### config.mk
export PLATFORM = sky130hd
export DESIGN_NAME = pe_scatter
export DESIGN_NICKNAME = d
export VERILOG_FILES = /design/src/rtl/pe_scatter.sv
export SDC_FILE = /design/constraint.sdc
export NUM_CORES = 1
export LEC_CHECK = 0
export BUFFER_PORTS_ARGS = -buffer_cell sky130_fd_sc_hd__buf_2
export CORE_ASPECT_RATIO = 0.6
export CORE_MARGIN = 1.5
export CORE_UTILIZATION = 45
export CTS_BUF_LIST = sky130_fd_sc_hd__clkbuf_4 sky130_fd_sc_hd__clkbuf_8
export CTS_CLUSTER_DIAMETER = 80
export DETAILED_ROUTE_END_ITERATION = 6
export GPL_TIMING_DRIVEN = 1
export PLACE_DENSITY = 0.72
export SLEW_MARGIN = 20
export SYNTH_ARGS = -nofsm -noshare
export SYNTH_HDL_FRONTEND = slang
export SYNTH_SLANG_ARGS = --single-unit
### constraint.sdc
create_clock -name clk -period 28.1 [get_ports clk]
set_clock_uncertainty 0.15 [all_clocks]
set_input_delay 8.43 -clock clk [delete_from_list [all_inputs] [get_ports clk]]
set_output_delay 8.43 -clock clk [all_outputs]
set_load 0.02 [all_outputs]
### src/rtl/pe_scatter.sv
`default_nettype none
// ============================================================================
// Module      : pe_scatter
// Description : Serial-to-lane deserializer for the PE array. Signed words
//               arriving one per cycle are collected into a shadow bank.
//               When a group closes, the bank is copied into a held output
//               vector together with a per-lane enable mask and a lane count.
//               The shadow bank refills while the previous vector is still
//               held at the output, so consecutive groups overlap.
//
// Ports       : rst           async active-high reset
//               clk           rising-edge clock
//               enable        input-side run enable (also gates transfers)
//               cfg_n_active  lanes per group; 0 or >N_PE selects N_PE
//               in_valid/in_ready/in_data/in_last   input word stream
//               out_valid/out_ready                 output vector handshake
//               out_data      N_PE signed lanes, unused lanes read 0
//               lane_enable   bit i set when lane i holds a real word
//               out_count     number of real lanes in out_data
//
// Revision    : 1.0  initial release
// ============================================================================
module pe_scatter #(
    parameter int N_PE        = 32,
    parameter int WID_PE_BITS = 16,
    parameter int CNT_W       = $clog2(N_PE + 1)
) (
    input  logic                          rst,
    input  logic                          clk,
    input  logic                          enable,
    input  logic [CNT_W-1:0]              cfg_n_active,
    input  logic                          in_valid,
    output logic                          in_ready,
    input  logic signed [WID_PE_BITS-1:0] in_data,
    input  logic                          in_last,
    output logic                          out_valid,
    input  logic                          out_ready,
    output logic signed [WID_PE_BITS-1:0] out_data [N_PE-1:0],
    output logic [N_PE-1:0]               lane_enable,
    output logic [CNT_W-1:0]              out_count
);

    localparam int              IDX_W   = $clog2(N_PE);
    localparam logic [CNT_W-1:0] c_N_PE = CNT_W'(N_PE);

    typedef enum logic [0:0] {
        S_FILL = 1'b0,
        S_HOLD = 1'b1
    } state_t;

    state_t                        r_state;
    state_t                        w_state_nxt;

    logic [CNT_W-1:0]              r_wr_idx;
    logic [CNT_W-1:0]              r_limit;
    logic [N_PE-1:0]               r_mask;
    logic signed [WID_PE_BITS-1:0] r_shadow [N_PE];

    logic [CNT_W-1:0]              w_cfg_eff;
    logic [CNT_W-1:0]              w_limit;
    logic [CNT_W:0]                w_idx_inc;
    logic [IDX_W-1:0]              w_wr_ptr;
    logic                          w_accept;
    logic                          w_close;
    logic                          w_xfer;

    // Out-of-range or zero configuration means a full-width group.
    assign w_cfg_eff = ((cfg_n_active == '0) || (cfg_n_active > c_N_PE)) ? c_N_PE : cfg_n_active;

    // The limit is sampled on the first word of a group; later words use the
    // latched copy so mid-group config changes cannot shorten the group.
    assign w_limit   = (r_wr_idx == '0) ? w_cfg_eff : r_limit;
    assign w_idx_inc = {1'b0, r_wr_idx} + {{CNT_W{1'b0}}, 1'b1};

    // In FILL the write index never exceeds N_PE-1, so the low bits address
    // the bank directly.
    assign w_wr_ptr  = r_wr_idx[IDX_W-1:0];

    // ------------------------------------------------------------------
    // Fill-side FSM
    // ------------------------------------------------------------------
    always_ff @(posedge clk or posedge rst) begin
        if (rst) begin
            r_state <= S_FILL;
        end else begin
            r_state <= w_state_nxt;
        end
    end

    always_comb begin
        w_state_nxt = r_state;
        in_ready    = 1'b0;
        w_accept    = 1'b0;
        w_close     = 1'b0;
        w_xfer      = 1'b0;
        case (r_state)
            S_FILL: begin
                in_ready = enable && !rst;
                w_accept = in_valid && enable && !rst;
                // in_last and reaching the limit on the same word is a
                // single close.
                w_close  = w_accept && (in_last || (w_idx_inc == {1'b0, w_limit}));
                if (w_close) begin
                    w_state_nxt = S_HOLD;
                end
            end
            S_HOLD: begin
                w_xfer = enable && (!out_valid || out_ready);
                if (w_xfer) begin
                    w_state_nxt = S_FILL;
                end
            end
            default: begin
                w_state_nxt = S_FILL;
            end
        endcase
    end

    // ------------------------------------------------------------------
    // Shadow bank data (qualified by r_mask, so it needs no reset)
    // ------------------------------------------------------------------
    always_ff @(posedge clk) begin
        if (w_accept) begin
            r_shadow[w_wr_ptr] <= in_data;
        end
    end

    // ------------------------------------------------------------------
    // Fill bookkeeping
    // ------------------------------------------------------------------
    always_ff @(posedge clk or posedge rst) begin
        if (rst) begin
            r_wr_idx <= '0;
            r_limit  <= '0;
            r_mask   <= '0;
        end else if (w_xfer) begin
            r_wr_idx <= '0;
            r_mask   <= '0;
        end else if (w_accept) begin
            r_wr_idx         <= w_idx_inc[CNT_W-1:0];
            r_limit          <= w_limit;
            r_mask[w_wr_ptr] <= 1'b1;
        end
    end

    // ------------------------------------------------------------------
    // Output vector. A transfer has priority over a plain drain so that a
    // handshake coinciding with a transfer keeps out_valid high.
    // ------------------------------------------------------------------
    always_ff @(posedge clk or posedge rst) begin
        if (rst) begin
            out_valid   <= 1'b0;
            lane_enable <= '0;
            out_count   <= '0;
            for (int i = 0; i < N_PE; i++) begin
                out_data[i] <= '0;
            end
        end else if (w_xfer) begin
            out_valid   <= 1'b1;
            lane_enable <= r_mask;
            // In HOLD the write index equals the number of accepted words.
            out_count   <= r_wr_idx;
            for (int i = 0; i < N_PE; i++) begin
                // Lanes not written this group are zeroed, never stale.
                out_data[i] <= r_mask[i] ? r_shadow[i] : '0;
            end
        end else if (out_ready) begin
            out_valid <= 1'b0;
        end
    end

endmodule
`default_nettype wire

; After elaboration in Yosys (flattened, before gate mapping)
; Memory sizes are Yosys's and may differ from the RTL's.
; Cells that the tools add are included.
[op_classes]
addsub = 1
eq_ne = 1
n_mux = 50
n_bitwise = 3
n_lt_le_gt_ge = 3
reduce_logical = 16
[ops]
columns = operator, count
row1 = 16-bit 2-to-1 mux, 32
row2 = 32-bit 2-to-1 mux, 2
row3 = 32-bit bitwise OR, 1
row4 = 6-bit 2-to-1 mux, 4
row5 = 6-bit zero test, 2
row6 = 1-bit 2-to-1 mux, 10
row7 = 6-bit by 1-bit adder with 7-bit output (second input constant), 1
row8 = 7-bit by 6-bit == test with 1-bit output, 1
row9 = 6-bit > comparator (second input constant), 1
row10 = 1-bit logical AND, 6
row11 = 5-bit by 6-bit less-than comparator with 1-bit output (second input constant), 1
row12 = 1-bit demux with 5-bit select, 1
row13 = 5-bit by 1-bit greater-or-equal comparator with 1-bit output (second input constant), 1
row14 = 2-bit nonzero test, 2
row15 = 1-bit logical OR, 3
row16 = 1-bit zero test, 2
row17 = 1-bit inverter, 2
row18 = 1-bit case mux with 2 select lines, 1
row19 = 2-bit AND reduction, 1
[word_totals]
word_cells = 114
out_inout_bits = 552
inputBits = 28
mem_bits_rw = 512
mem_count = 1
ff_bits = 596
[memory_table]
columns = name, words, word_bits, rd, rd_clocked_by_memory_dff, write_ports, line
row1 = r_shadow, 32, 16, 32, 0, 1, 57  ; logic signed [WID_PE_BITS-1:0] r_shadow [N_PE];

; Logic depth before layout (Yosys ltp)
[logic_depth]
word_depth = 9
mapped_depth = 8
ltp_nobuf = 8

; Least setup slack after synthesis
; OpenSTA, ideal clock, no wires.
[synth_path]
path_type = input to output
startpoint = in enable
endpoint = out in_ready
path_stages = 1
path_slack_ns = 10.418
n_path_buf = 0
t_required_ns = 19.520
arrival_time_ns = 9.102
path_cell_list = nor3b_1
[synth_via]
elab_chain_cells = 2
[synth_lines]
columns = item, line
row1 = "start, declared", 30  ; input logic enable,
row2 = 1-bit logical AND, 98  ; in_ready = enable && !rst;
row3 = 1-bit 2-to-1 mux, 96  ; case (r_state)
row4 = "end, declared", 33  ; output logic in_ready,
; No other way between the ends.

; Final worst setup path
; Ends and elaborated chain as after synthesis.

==> results list <==
- The setup path with the least slack is of type in -> out.
- Counting cells, the worst reg-to-reg path comes to 7.
- The detailed router finished its first iteration with 2871 violations.
- Standard-cell rows: 83
- For this run, the register share of the synthesized area comes to 0.779.
- Internal power comes to 2.56 mW.
- Leakage power of the design: 23.1 nW
- Cell type contributing the most total cell area after synthesis: sky130_fd_sc_hd__edfxtp_1
- The total count of hold-check failures in the final report was 0.
* Depth of the CTS H-tree: 4
* Area overhead of the layout relative to synthesis: 19.4%
- Max_cap viols: 0
- Maximum number of pins on one net before global-route repair: 210
- Number of iterations in the first detailed-routing pass: 6
- Worst-case register-to-register setup slack: 23.59 ns
* Top cell type's share of synthesized area: 0.396
- Vias in the first global route: 24255
- # DRC: 0
- The library cell used most frequently in the layout, excluding fill and tap cells, is sky130_fd_sc_hd__nand2_1.
- Area of the multi-input gates: 7890 µm²
- Max-slew headroom at the worst pin: 0.150
- Total nets after synthesis: 3156
- #FFs+latches synth: 1108
- For the pin with the worst max-slew slack, the measured transition is 1.28 ns.
- Number of buffers created by CTS: 156
* Share of the cycle needed by the critical path after routing: 0.631
- Critical Path Start: enable
- Syn. warnings: 0
* Initial Utilization: 0.454
* Launch instance of the worst register-to-register path: out_valid$_DFFE_PP0P_
- Summed instance area of the synthesized netlist: 38900 µm²
* Required time at the endpoint of the critical path: 19.52 ns
- In this run, distinct cell masters in the synthesized netlist total 38.
* Critical path endpoint category: output port
- For the worst setup path, the data arrival time is 9.16 ns.
- Vertical extent of the die: 231 µm
* Count of vias placed by the detailed router: 26183
* Gp weighted congestion: 0.793
* Sink count of the clock tree: 1108
- Timing-limited maximum frequency: 56.4 MHz
- Fraction of registers with async set or reset after synthesis: 0.538
- TritonCTS built the clock tree.
* Core area: 85600 µm²
- Fill cells in the final layout number 7153.
* Primary FF master, synth: sky130_fd_sc_hd__dfrtp_1
* Fraction of final layout cells sized beyond drive strength 1: 0.245
- Number of buffers inserted to repair setup after CTS: 0
* Unrepaired setup endpoints after global routing: no
- The share of total power dissipated in combinational logic is 0.085.
- Setup violations remaining at the end of the flow were counted as 0.
- Leading cell types in the layout, fill and taps excluded: 1147 x sky130_fd_sc_hd__nand2_1, 596 x sky130_fd_sc_hd__dfrtp_1, 579 x sky130_fd_sc_hd__buf_2
* Termination of the worst setup path: in_ready
- In this run, post-CTS hold repair placed 0 buffers.
* Overall overflow remaining after global route: 0
- Number of placed cells counting well taps: 4714
* Top-level port count: 580
- Worst-path fanout max: 5
* Insertion delay to the later sink of the worst-skew pair: 0.86 ns
- Leading post-synthesis cells by cell area: sky130_fd_sc_hd__edfxtp_1 40%, sky130_fd_sc_hd__dfrtp_1 38%, sky130_fd_sc_hd__nand2_1 11%, sky130_fd_sc_hd__nand3_1 6.7%, sky130_fd_sc_hd__clkbuf_1 1.8%
- Number of cells in the finished layout apart from fillers: 5010
* Routed wire length: 107000 µm
* Clock share of power: 0.389
* Final routed wire length divided by cell count: 21.4 µm
- Vias per std cell: 5.23
- Once detail routing completed, the nets flagged for antenna violations numbered 0.
- The flow ran to the end, and the final reports show no timing, DRC or antenna violations.
- In this run the mean area of a mapped cell was 12.4 µm².
- Clock edge transition at the registers on the reported setup and hold paths: 0.07 ns
* Die X: 382 µm
* DP Wirelength: 60800 µm
- The number of slew-limit violations in the final report came to 0.
- Hold Slack: 0.299 ns
- Post-cts repair resize count: 0
* Sw Share: 0.257
- Summed over all nets, the switching power comes to 0.887 mW.
- Post-synthesis instance total: 3124
- PortBufs: 579
* Share of the core filled with cells: 0.542
* Number of antenna violations at the first check in global routing: 13
- Final sum of negative setup slack: 0 ns
* Number of buffers between clock root and the deepest sink: 3
* Storage element area: 30300 µm²
* Total power per unit cell area: 74.2 nW/µm²
- Area of the die: 88200 µm²
- Worst hold path class: reg -> reg
- For the finished layout, the period the worst path requires is 17.74 ns.
* Number of enable flip-flop cells after synthesis: 512
- Across every metal layer, demand over resource in global routing totals 0.241.
- Global-route wire length before repair: 157000 µm
- Maximum VDD drop: 49.6 µV
- For this run, the post-layout net count is 3757.
* Power share of the sequential group: 0.526
* End of the worst register-to-register path: out_data[354]$_DFFE_PP0P_
- Element type at the critical path start: input port
- Root buf cell: sky130_fd_sc_hd__clkbuf_8
## Yosys cell counts (all sizes together) (2+ instances only)
master / number
and3: 3
buf: 9
clkbuf: 187
dfrtp: 596
edfxtp: 512
ha: 4
inv: 3
mux2: 5
mux2i: 7
nand2: 1148
nand2b: 3
nand3: 517
nand3b: 3
nor2: 64
nor2b: 4
nor3: 3
nor4b: 2
o21a: 19
o21ai: 13
or3b: 2
or4: 2
xnor2: 5
## cells by family (layout without fill, tap and decap cells)
group | after synthesis | after routing | synth area share
muxes | 12 | 12 | 0.00325
other | 0 | 3 | 0
and+or+nand+nor | 1756 | 1756 | 0.189
buffers and inverters | 199 | 935 | 0.0193
AOI/OAI and AO/OA | 39 | 39 | 0.00670
xor gates and xnor gates | 6 | 6 | 0.00135
DFF | 1108 | 1108 | 0.779
adders and majority gates | 4 | 4 | 0.00129
## per-layer routing
| layer | up-vias | wire length, µm | GRT usage |
|---|---|---|---|
| li1 | 11705 | - | - |
| met2 | 1257 | 47300 | 0.343 |
| met3 | 127 | 11500 | 0.0714 |
| met1 | 13092 | 46500 | 0.361 |
| met5 | - | 13 | 0 |
| met4 | 2 | 1670 | 0.0614 |
## worst min path at each step
stage	slack (ns)	startpoint	depth (start not counted)	endpoint
2_1_floorplan	0.29	r_limit[2]$_DFFE_PP0P_	2	r_limit[2]$_DFFE_PP0P_
3_3_place_gp	0.29	out_data[409]$_DFFE_PP0P_	2	out_data[409]$_DFFE_PP0P_
3_5_place_dp	0.30	out_data[481]$_DFFE_PP0P_	2	out_data[481]$_DFFE_PP0P_
4_1_cts	0.29	r_shadow[20][14]$_DFFE_PP_	2	out_data[334]$_DFFE_PP0P_
5_1_grt	0.32	r_shadow[20][3]$_DFFE_PP_	2	out_data[323]$_DFFE_PP0P_
6_report	0.30	r_shadow[20][3]$_DFFE_PP_	2	out_data[323]$_DFFE_PP0P_
## state kept, by name, indices dropped and copies added, names as in the netlist
signal and count:
lane_enable 32, out_count 6, out_data 512, out_valid 1, r_limit 6, r_mask 32, r_shadow 512, r_state 1
r_wr_idx 6
## through the flow
step	instance area (µm²)	setup WS, ns	power [mW]
floorplan	38900	2.84	2.00
global placement	43000	10.35	2.13
detailed placement	43000	10.37	2.14
CTS	46400	10.37	3.47
global route	46400	10.27	3.58
finish	46400	10.36	3.45
## final cells by class
type / instances / share of cell area
Sequential cell: 1108 / 0.653
Multi-Input combinational cell: 1817 / 0.170
Timing Repair Buffer: 639 / 0.0724
Clock buffer: 254 / 0.0667
Tap cell: 1147 / 0.0309
Clock inverter: 39 / 0.00687
Inverter: 3 / 0.000404
Antenna cell: 3 / 0.000162
## worst max-delay path, cell delays in order
cell,delay [ns]
sky130_fd_sc_hd__buf_2,0.13
sky130_fd_sc_hd__nor3b_1,0.19
sky130_fd_sc_hd__buf_4,0.22
sky130_fd_sc_hd__buf_2,0.19
## power groups by stage
| stage | clock [mW] | sequential, mW | combinational (mW) |
|---|---|---|---|
| floorplan | 0 | 1.87 | 0.131 |
| global placement | 0 | 1.84 | 0.290 |
| detailed placement | 0 | 1.85 | 0.293 |
| CTS | 1.36 | 1.81 | 0.294 |
| global route | 1.44 | 1.82 | 0.316 |
| finish | 1.34 | 1.81 | 0.292 |
Note: power is estimated with default switching activity, not from simulation.
